**src/rtl/shift_pin_nib_out.sv**
```systemverilog
// Parallel-in / nibble-out transmitter: a byte goes into a one-entry holding register
// and is then presented MSB-nibble-first on dout, one nibble per qualified shift strobe.
module shift_pin_nib_out #(
   parameter int NIB_W   = 4,
   parameter int NUM_NIB = 2,
   localparam int W      = NIB_W * NUM_NIB
) (
   input  logic           clk,
   input  logic           rst_n,
   input  logic           select,
   input  logic           load,
   input  logic [0:W-1]   din,
   input  logic           shift,
   input  logic           clr_err,
   output logic [0:NIB_W-1] dout,
   output logic           dout_oe,
   output logic           hold_full,
   output logic           busy,
   output logic           done,
   output logic           overrun,
   output logic           underrun
);

   localparam int CNT_W = (NUM_NIB > 1) ? $clog2(NUM_NIB) : 1;
   localparam logic [CNT_W-1:0] LAST_CNT = CNT_W'(NUM_NIB - 1);

   typedef enum logic [0:0] {
      IDLE   = 1'b0,
      ACTIVE = 1'b1
   } state_t;

   state_t             state_r, state_s;
   logic [0:W-1]       hold_r, hold_s;
   logic [0:W-1]       sr_r, sr_s;
   logic [CNT_W-1:0]   cnt_r, cnt_s;
   logic               hold_full_r, hold_full_s;
   logic               done_r, done_s;
   logic               overrun_r, overrun_s;
   logic               underrun_r, underrun_s;
   logic               oe_r;
   logic [0:NIB_W-1]   dout_r, dout_s;
   logic               take_s;
   logic               ovr_set_s;
   logic               unr_set_s;

   // Next-state logic: holding-register transfer, nibble shifting and flag updates
   always_comb begin
      state_s     = state_r;
      hold_s      = hold_r;
      sr_s        = sr_r;
      cnt_s       = cnt_r;
      hold_full_s = hold_full_r;
      done_s      = 1'b0;
      take_s      = 1'b0;
      ovr_set_s   = 1'b0;
      unr_set_s   = 1'b0;
      if (select) begin
         case (state_r)
            IDLE: begin
               if (shift) begin
                  unr_set_s = 1'b1;
               end else begin
                  unr_set_s = 1'b0;
               end
               if (hold_full_r) begin
                  take_s = 1'b1;
               end else begin
                  take_s = 1'b0;
               end
            end
            ACTIVE: begin
               if (shift) begin
                  sr_s  = {sr_r[NIB_W:W-1], {NIB_W{1'b0}}};
                  cnt_s = cnt_r + CNT_W'(1);
                  if (cnt_r == LAST_CNT) begin
                     done_s = 1'b1;
                     if (hold_full_r) begin
                        take_s = 1'b1;
                     end else begin
                        state_s = IDLE;
                     end
                  end else begin
                     done_s = 1'b0;
                  end
               end else begin
                  state_s = state_r;
               end
            end
            default: begin
               state_s = IDLE;
            end
         endcase
         // A transfer empties hold; a same-cycle load refills it and is then not an overrun
         if (take_s) begin
            sr_s        = hold_r;
            cnt_s       = {CNT_W{1'b0}};
            state_s     = ACTIVE;
            hold_full_s = 1'b0;
         end else begin
            hold_full_s = hold_full_r;
         end
         if (load) begin
            hold_s      = din;
            hold_full_s = 1'b1;
            ovr_set_s   = hold_full_r & ~take_s;
         end else begin
            hold_s = hold_r;
         end
      end else begin
         state_s = state_r;
      end
      overrun_s  = ovr_set_s | (overrun_r & ~clr_err);
      underrun_s = unr_set_s | (underrun_r & ~clr_err);
      if (state_s == ACTIVE) begin
         dout_s = sr_s[0:NIB_W-1];
      end else begin
         dout_s = {NIB_W{1'b0}};
      end
   end

   // State and output registers
   always_ff @(posedge clk or negedge rst_n) begin
      if (!rst_n) begin
         state_r     <= IDLE;
         hold_r      <= {W{1'b0}};
         sr_r        <= {W{1'b0}};
         cnt_r       <= {CNT_W{1'b0}};
         hold_full_r <= 1'b0;
         done_r      <= 1'b0;
         overrun_r   <= 1'b0;
         underrun_r  <= 1'b0;
         oe_r        <= 1'b0;
         dout_r      <= {NIB_W{1'b0}};
      end else begin
         state_r     <= state_s;
         hold_r      <= hold_s;
         sr_r        <= sr_s;
         cnt_r       <= cnt_s;
         hold_full_r <= hold_full_s;
         done_r      <= done_s;
         overrun_r   <= overrun_s;
         underrun_r  <= underrun_s;
         oe_r        <= select;
         dout_r      <= dout_s;
      end
   end

   assign dout      = dout_r;
   assign dout_oe   = oe_r;
   assign hold_full = hold_full_r;
   assign busy      = (state_r == ACTIVE);
   assign done      = done_r;
   assign overrun   = overrun_r;
   assign underrun  = underrun_r;

endmodule

```
**config.mk**
```make
export PLATFORM = sky130hd
export DESIGN_NAME = shift_pin_nib_out
export DESIGN_NICKNAME = d
export VERILOG_FILES = /design/src/rtl/shift_pin_nib_out.sv
export SDC_FILE = /design/constraint.sdc
export NUM_CORES = 1
export LEC_CHECK = 0
export CORE_MARGIN = 2
export CORE_UTILIZATION = 44
export DETAILED_ROUTE_END_ITERATION = 16
export PLACE_DENSITY = 0.78
export REMOVE_ABC_BUFFERS = 1
export SLEW_MARGIN = 20
export SYNTH_ARGS = -nofsm -noshare
export SYNTH_HDL_FRONTEND = slang
export SYNTH_SLANG_ARGS = --single-unit
```
**constraint.sdc**
```tcl
create_clock -name clk -period 1.2 [get_ports clk]
set_input_delay 0.12 -clock clk [delete_from_list [all_inputs] [get_ports clk]]
set_output_delay 0.12 -clock clk [all_outputs]
set_load 0.05 [all_outputs]
```
==> metrics.txt <==
clk sinks=27; critical path peak fanout=8; Compound-Gate Fraction of Synth Area=about 15%; DR vias/cell=5.112; critical path's slowest cell=dfrtp_2; max cap viols=0; mux contribution to synthesized area=under 10%; Core Box Area=between 2000 and 2500 um^2; leakage=~0.75 nW; final critical-path required period=between 1 and 1.5 ns; largest net degree at the start of global routing=28; ant diodes=0; endpoints failing hold=0; H-tree depth=1; largest family of logic cells by synthesized area=compound AO/OA/AOI/OAI gates; Worst Tran Pin Value=0.3340 ns; maximum clock frequency=roughly 770 MHz; RSZ-0062 raised after global routing=yes; DIE AREA=3044 um^2; Hold Path Class=in2async; Final #Nets=between 100 and 150; failing checks=negative setup slack; DRC Markers=0; Clock Tree Buf Depth=2; area share of the largest cell type after synthesis=58.63%; Yosys reg bits=27; syn avg cell area=between 10 and 15 um^2; Synth Area in Simple Gates=about an eighth; Horiz. Die Dim=55.18 um; Worst path max stage delay=~0.50 ns; P&R area growth vs syn=46.69%; DR iter-0 viols=6; crit-path leading delay family=flip-flops; Max Slew Vio Count=0; Top FF cell, synth=dfrtp_1; initial antenna violation count=0; Total Power=3.932 mW; wire per inst=about 13 um; Final period util=107.5%; Num CTS Buffers=3; hold_ws=between 0.1 and 0.15 ns; WL final=approximately 2100 um; worst setup margin=-0.09047 ns; Buf+Inv Stages, Crit Path=0; CTS Root Cell=clkbuf_4; # setup viols final=13; Startpoint Class=flop; Initial Util=between 40% and 50%; P per Cell Area=2326 nW/um^2; Max-Slew Margin vs Limit=77.73%; Total Routing Usage GR=approximately 17%; clock transition at the registers of the reported paths=~0.15 ns; post-synthesis sequential area ratio=58.63%; Post-synth ARST share=100.0%; global route overflow=0; die height=approximately 55 um; I/O Pins=24; synthesized area=approximately 1200 um^2; largest cells by area after synthesis=dfrtp_1 (59%), a221oi_2 (5.2%), mux2_1 (3.9%); most common cell in the netlist=dfrtp_1; required time worst endpoint=roughly 1.5 ns; hold_buf cts=0; CTS tree=built; number of synthesized flops with an enable pin=0; xor/xnor share of the synthesized area=0%; maximum VDD drop=about 2.3 mV; critical path endpoint category=flop; first drt pass iteration count=3; crit path DAT=1.55 ns; remaining antenna violation count=0; I/O Buffers=23; status=finished with violations; Worst R2R Setup Slack=-0.09 ns; synthesized-area fraction occupied by adder cells=0%; share of cells above drive strength 1=41.22%; Routability Congestion=approximately 0.8; Row Count=18; crit path kind=reg2reg; worst skew pair latency=about 0.33 ns; Commonest cells post-synth=dfrtp_1 (27), inv_1 (9), nor2_1 (9), a22o_1 (5); Post-Synthesis Cells=slightly above 90; CP Cell Sequence=nor2b_1 -> o21ai_2 -> a221oi_2 -> nor3_1; Post-Route Utilization=around two thirds; DP HPWL=between 1500 and 2000 um; Ys Warns=0; vias in the first global route=814; Max Clock Skew=about 0.012 ns; area leader, netlist=dfrtp_1; first-pass GRT wire length=3532 um; total number of vias=approximately 800; Distinct cells, synth=27
sequential cells by signal, indices dropped and copies added (netlist names):
name,cells
dout_oe,1
cnt_r,1
overrun,1
hold_r,8
dout,4
sr_r,8
hold_full,1
done,1
underrun,1
busy,1
worst register-to-register path, cell delays in order, from the launching register on:
cell	delay [ns]
dfrtp_2	0.50
nor2b_1	0.16
o21ai_2	0.28
a221oi_2	0.09
nor3_1	0.20
final cells by class:
cell class / instances / area [um^2]
flip-flops and latches: 27 / 678.2
clock inverters: 1 / 7.507
fillers: 183 / 787.0
multi-input cells: 55 / 475.5
repair buffers: 36 / 435.4
inverters: 9 / 33.78
clock buffers: 3 / 22.52
well taps: 30 / 37.54
cell usage in the layout, fill, tap and decap left out, types with 2 or more instances in the layout:
cell type        instances
buf_6                    2
o21ai_0                  2
clkdlybuf4s50_1         13
mux2_2                   4
a22o_1                   5
nor2_2                   2
a221oi_2                 4
and2_4                   2
dfrtp_2                  2
clkbuf_4                 3
buf_4                   11
nand2_2                  2
mux2_1                   4
buf_12                  10
nand2_1                  2
nor3_1                   3
inv_1                    9
dfrtp_1                 25
a21oi_2                  4
nor2_1                   7
kinds of logic after synthesis:
family          count (synthesis)
flops                          27
simple gates                   25
compound gates                 20
buf+inv                        11
mux                            10
stage by stage:
step,instance area (um^2),worst slack [ns],setup TNS [ns],instances
2_1_floorplan,1136,-0.4924,-6.115,91
3_3_place_gp,1587,-0.2024,-3.901,155
5_1_grt,1690,-0.1351,-1.492,161
6_report,1690,-0.09047,-0.7188,161
4_1_cts,1683,-0.09394,-0.7030,161
3_5_place_dp,1587,-0.2478,-4.520,155
where the power goes:
part	switching [mW]	internal, mW	leakage (nW)
sequential	0.247	1.22	0.324
clock	0.269	0.127	0.0139
combinational	1.01	1.06	0.413
timing repair:
item	CTS	global route
buffers inserted	2	0
pin swaps	13	2
setup endpoints to repair	14	16
resized for setup	13	3
path summary, 6_finish.rpt:
path / from / end / cells past startpoint
setup / recovery: hold_full / dout[1] / 4
hold / removal: rst_n / done / 2
setup reg to reg: hold_full / dout[1] / 4
hold reg to reg: hold_r[4] / sr_r[4] / 1
max in group asynchronous: rst_n / hold_full / 2
min in group clk: din[2] / hold_r[2] / 2
routing by layer:
metal  up-vias  routed length (um)  track usage (%)
li1        403                   -                -
met2        19                1077            29.17
met3         2                  76            2.419
met5         -                   0                0
met1       399                 951            20.35
met4         0                  12            6.504
(Power assumes the default switching activity.)
